### src/rtl/taquito_arbiter.sv
// Round-robin arbiter sharing one taquito flavour decoder between four order stations.
// Optional served-order counter enabled by defining TAQUITO_ARB_STATS_EN.
module taquito_arbiter #(
  parameter int COOK_CYCLES = 4,
  parameter int CNT_W       = 8
) (
  input  logic        clk,
  input  logic        rst,
  input  logic [3:0]  req,
  input  logic [7:0]  b_in,
  output logic [3:0]  sabor,
  output logic [3:0]  grant,
  output logic        busy,
  output logic [7:0]  plato,
  output logic        plato_valid,
  output logic [1:0]  plato_id
`ifdef TAQUITO_ARB_STATS_EN
  ,
  output logic [15:0] served_cnt
`endif
);

  typedef enum logic [1:0] {IDLE, COOK, SERVE} state_t;

  state_t           state_reg, state_next;
  logic [3:0]       grant_reg, grant_next;
  logic [1:0]       win_reg, win_next;
  logic [1:0]       ptr_reg, ptr_next;
  logic [1:0]       id_reg, id_next;
  logic [CNT_W-1:0] cnt_reg, cnt_next;
  logic [7:0]       plato_reg, plato_next;

  logic             pick_found;
  logic [1:0]       pick_idx;
  logic [1:0]       cand;

  // Scan from the station after the last one served, wrapping mod 4.
  always_comb begin
    pick_found = 1'b0;
    pick_idx   = ptr_reg;
    cand       = '0;
    for (int k = 1; k <= 4; k++) begin
      cand = ptr_reg + 2'(k);
      if (!pick_found && req[cand]) begin
        pick_found = 1'b1;
        pick_idx   = cand;
      end
    end
  end

  always_comb begin
    state_next = state_reg;
    grant_next = grant_reg;
    win_next   = win_reg;
    ptr_next   = ptr_reg;
    id_next    = id_reg;
    cnt_next   = cnt_reg;
    plato_next = plato_reg;
    case (state_reg)
      IDLE: begin
        if (pick_found) begin
          grant_next = 4'b0001 << pick_idx;
          win_next   = pick_idx;
          cnt_next   = CNT_W'(COOK_CYCLES - 1);
          state_next = COOK;
        end
      end
      COOK: begin
        // A dropped request abandons the order and wins over expiry.
        if (!req[win_reg]) begin
          grant_next = '0;
          state_next = IDLE;
        end else if (cnt_reg == '0) begin
          plato_next = b_in;
          id_next    = win_reg;
          state_next = SERVE;
        end else begin
          cnt_next = cnt_reg - 1'b1;
        end
      end
      SERVE: begin
        ptr_next   = win_reg;
        grant_next = '0;
        state_next = IDLE;
      end
      default: begin
        grant_next = '0;
        state_next = IDLE;
      end
    endcase
  end

  always_ff @(posedge clk) begin
    if (rst) begin
      state_reg <= IDLE;
      grant_reg <= '0;
      win_reg   <= '0;
      ptr_reg   <= 2'd3;
      id_reg    <= '0;
      cnt_reg   <= '0;
      plato_reg <= '0;
    end else begin
      state_reg <= state_next;
      grant_reg <= grant_next;
      win_reg   <= win_next;
      ptr_reg   <= ptr_next;
      id_reg    <= id_next;
      cnt_reg   <= cnt_next;
      plato_reg <= plato_next;
    end
  end

  assign sabor       = (state_reg == COOK) ? grant_reg : 4'b0000;
  assign grant       = grant_reg;
  assign busy        = (state_reg != IDLE);
  assign plato       = plato_reg;
  assign plato_valid = (state_reg == SERVE);
  assign plato_id    = id_reg;

`ifdef TAQUITO_ARB_STATS_EN
  logic [15:0] served_reg;

  always_ff @(posedge clk) begin
    if (rst) begin
      served_reg <= '0;
    end else if (state_reg == SERVE) begin
      served_reg <= served_reg + 16'd1;
    end
  end

  assign served_cnt = served_reg;
`endif

endmodule
### config.mk
export PLATFORM = sky130hd
export DESIGN_NAME = taquito_arbiter
export DESIGN_NICKNAME = d
export VERILOG_FILES = /design/src/rtl/taquito_arbiter.sv
export SDC_FILE = /design/constraint.sdc
export NUM_CORES = 1
export LEC_CHECK = 0
export ABC_AREA = 1
export CAP_MARGIN = 20
export CORE_MARGIN = 2
export CORE_UTILIZATION = 30
export CTS_CLUSTER_SIZE = 25
export DETAILED_ROUTE_END_ITERATION = 10
export PLACE_DENSITY = 0.47
export SLEW_MARGIN = 20
export SYNTH_ARGS = -nofsm -noshare
export SYNTH_HDL_FRONTEND = slang
export SYNTH_SLANG_ARGS = --single-unit
### constraint.sdc
create_clock -name clk -period 2.9 [get_ports clk]
set_input_delay 0.435 -clock clk [delete_from_list [all_inputs] [get_ports clk]]
set_output_delay 0.435 -clock clk [all_outputs]
set_load 0.005 [all_outputs]
==> results_dict.tcl <==
set metrics [dict create \
    setup_viol 0 \
    cp.arrival_ns 1.67 \
    post-route-period-util 0.725 \
    final_core_util 0.388 \
    syn-num-nets 266 \
    yosysWarningCount 0 \
    drive_gt1_frac 0.121 \
    synth.distinct_cells 24 \
    hp-class "flop to flop" \
    clk_latency_ns 0.27 \
    final_cells 353 \
    p_leak_nw 0.903 \
    cts_setup_buffers 0 \
    synthSimpleGateAreaFrac 0.366 \
    port_buffers 33 \
    synth_top_family_by_area "simple AND/OR/NAND/NOR gates" \
    fmax_ghz 0.475 \
    ctsResizeCount 0 \
    wl_per_cell_um 11.4 \
    path_clk_slew_ns 0.09 \
    seq_area_frac_synth 0.335 \
    root_buffer "clkbuf_8" \
    overflow 0 \
    grt_pass1_vias 1441 \
    hpwl_um 2920 \
    skew_ns 0.00326 \
    synth_cells 250 \
    synth_fa_ha_area_frac 0.0150 \
    critPathKind "flop to primary output" \
    vias_per_cell 4.49 \
    power_per_cell_area_mw_per_mm2 568 \
    status "complete, no violations" \
    cts_hold_buf 0 \
    antenna_found_initial 0 \
    syn_to_final_growth_pct 26.1 \
    period_needed_ns 2.10 \
    final_common_cell "nand2_1" \
    endpoint_kind "primary output" \
    totalWireLength_um 4030 \
    ant_nets 0 \
    initial_core_util 0.307 \
    row_count 27 \
    die-area_mm2 0.00619 \
    worst_slew_margin_rel 0.626 \
    first_iter_violations 49 \
    final_cell_mix "58 x nand2_1, 33 x inv_1, 33 x clkdlybuf4s50_1" \
    boundaryPins 34 \
    hold_viol_final 0 \
    final_nets 298 \
    syn_avg_cell_area_um2 6.69 \
    maxSlewViolCount 0 \
    cp_cell_sequence "inv_1 > nand2_1 > nor2_1 > clkdlybuf4s50_1" \
    vias 1585 \
    syn_area_mm2 0.00167 \
    diodes 0 \
    numCtsBuffers 3 \
    synthMuxAreaShare 0 \
    htreeDepth 1 \
    clock-sinks 28 \
    dieHeight_um 78.6 \
    drc 0 \
    max_stage_delay_ns 0.53 \
    dr.pass1.iters 5 \
    worstPathRequired_ns 2.47 \
    synth_compound_area_frac 0.143 \
    grt_start_max_net_pins 22 \
    cts_tree "done" \
    globalplace.congestion 0.790 \
    fin_tns_setup_ns 0 \
    synth_xor_area_frac 0.0262 \
    synth_top_cell_area_share 0.335 \
    max-clock-path-buffers 2 \
    die_w_um 78.6 \
    ir_drop_v 0.000271 \
    synth_area_leaders "dfxtp_1 34%, nand2_1 13%, inv_1 7.4%, nor2_1 6.3%, nand3_1 5.7%" \
    grt_use_total 0.138 \
    critPathLaunchType "flop" \
    cap_violations 0 \
    grt_pass1_wl_um 6740 \
    crit_slowest_cell "clkdlybuf4s50_1" \
    yosysTopAreaCell "dfxtp_1" \
    worst_pin_slew_ns 0.559 \
    ys_seq_elements 28 \
    coreArea_mm2 0.00544 \
    dp_cells 349 \
    rsz0062_at_grt "false" \
    critPathMaxFanout 11 \
]
==> final timing paths <==
| kind | start | to | slack [ns] | cells after the start |
|---|---|---|---|---|
| max reg2reg | ptr_reg[1] | cnt_reg[0] | 0.84 | 13 |
| max | state_reg[1] | sabor[3] | 0.80 | 4 |
| min reg2reg | plato_id[0] | plato_id[0] | 0.45 | 2 |
| min | plato_id[0] | plato_id[0] | 0.45 | 2 |
==> synth_stat cells <==
master and number:
o21bai_1 1, dfxtp_1 28, clkbuf_2 1, nor2_1 28
xor2_1 4, inv_4 1, ha_1 2, nand2_4 5
nand2_1 58, clkbuf_1 4, a21oi_2 5, nand3_1 19
o211ai_1 3, o21ai_1 3, a21oi_1 17, nor2_4 3
nand3_2 1, xnor2_1 1, inv_2 2, inv_1 33
nand4_1 4, buf_6 3, nand2_2 11, o21ai_0 13
==> cells by family after synthesis <==
group | Yosys count
compound gates | 42
xor+xnor | 5
fa+ha+maj | 2
buf+inv | 44
flops | 28
simple gates | 129
==> power breakdown <==
part           internal (mW)  switching (mW)
Combinational          0.195           0.271
Clock                  0.122           0.123
Sequential             0.439          0.0471
Total                  0.756           0.441
==> per-stage QoR <==
stage                     power, mW  area [um^2]  setup WS (ns)  hold slack, ns
after floorplan               0.810         1670           1.46           0.440
after global placement        0.963         2050          0.579           0.436
after detailed placement      0.963         2050          0.570           0.437
after CTS                      1.21         2110          0.779           0.452
after global routing           1.29         2110          0.641           0.471
final                          1.20         2110          0.796           0.450
==> critical path: cells and delay by family (launching register included) <==
family / cells / cell delay (ns)
simple gates: 2 / 0.47
flops: 1 / 0.32
buf+inv: 2 / 0.61
==> layer usage <==
layer  routed length [um]  global-route usage  vias to the layer above
li1                     -                   -                      853
met1                 2150               0.194                      683
met2                 1640               0.208                       45
met3                  200              0.0253                        4
met4                   31              0.0526                        0
met5                    0                   0                        -
==> cell type report <==
type,instances,area (um^2)
Tap cell,72,90.1
Sequential cell,28,561
Clock buffer,4,55.1
Multi-Input combinational cell,178,920
Timing Repair Buffer,35,345
Fill cell,588,3330
Inverter,36,138
Power figures use the tool's default switching activity.
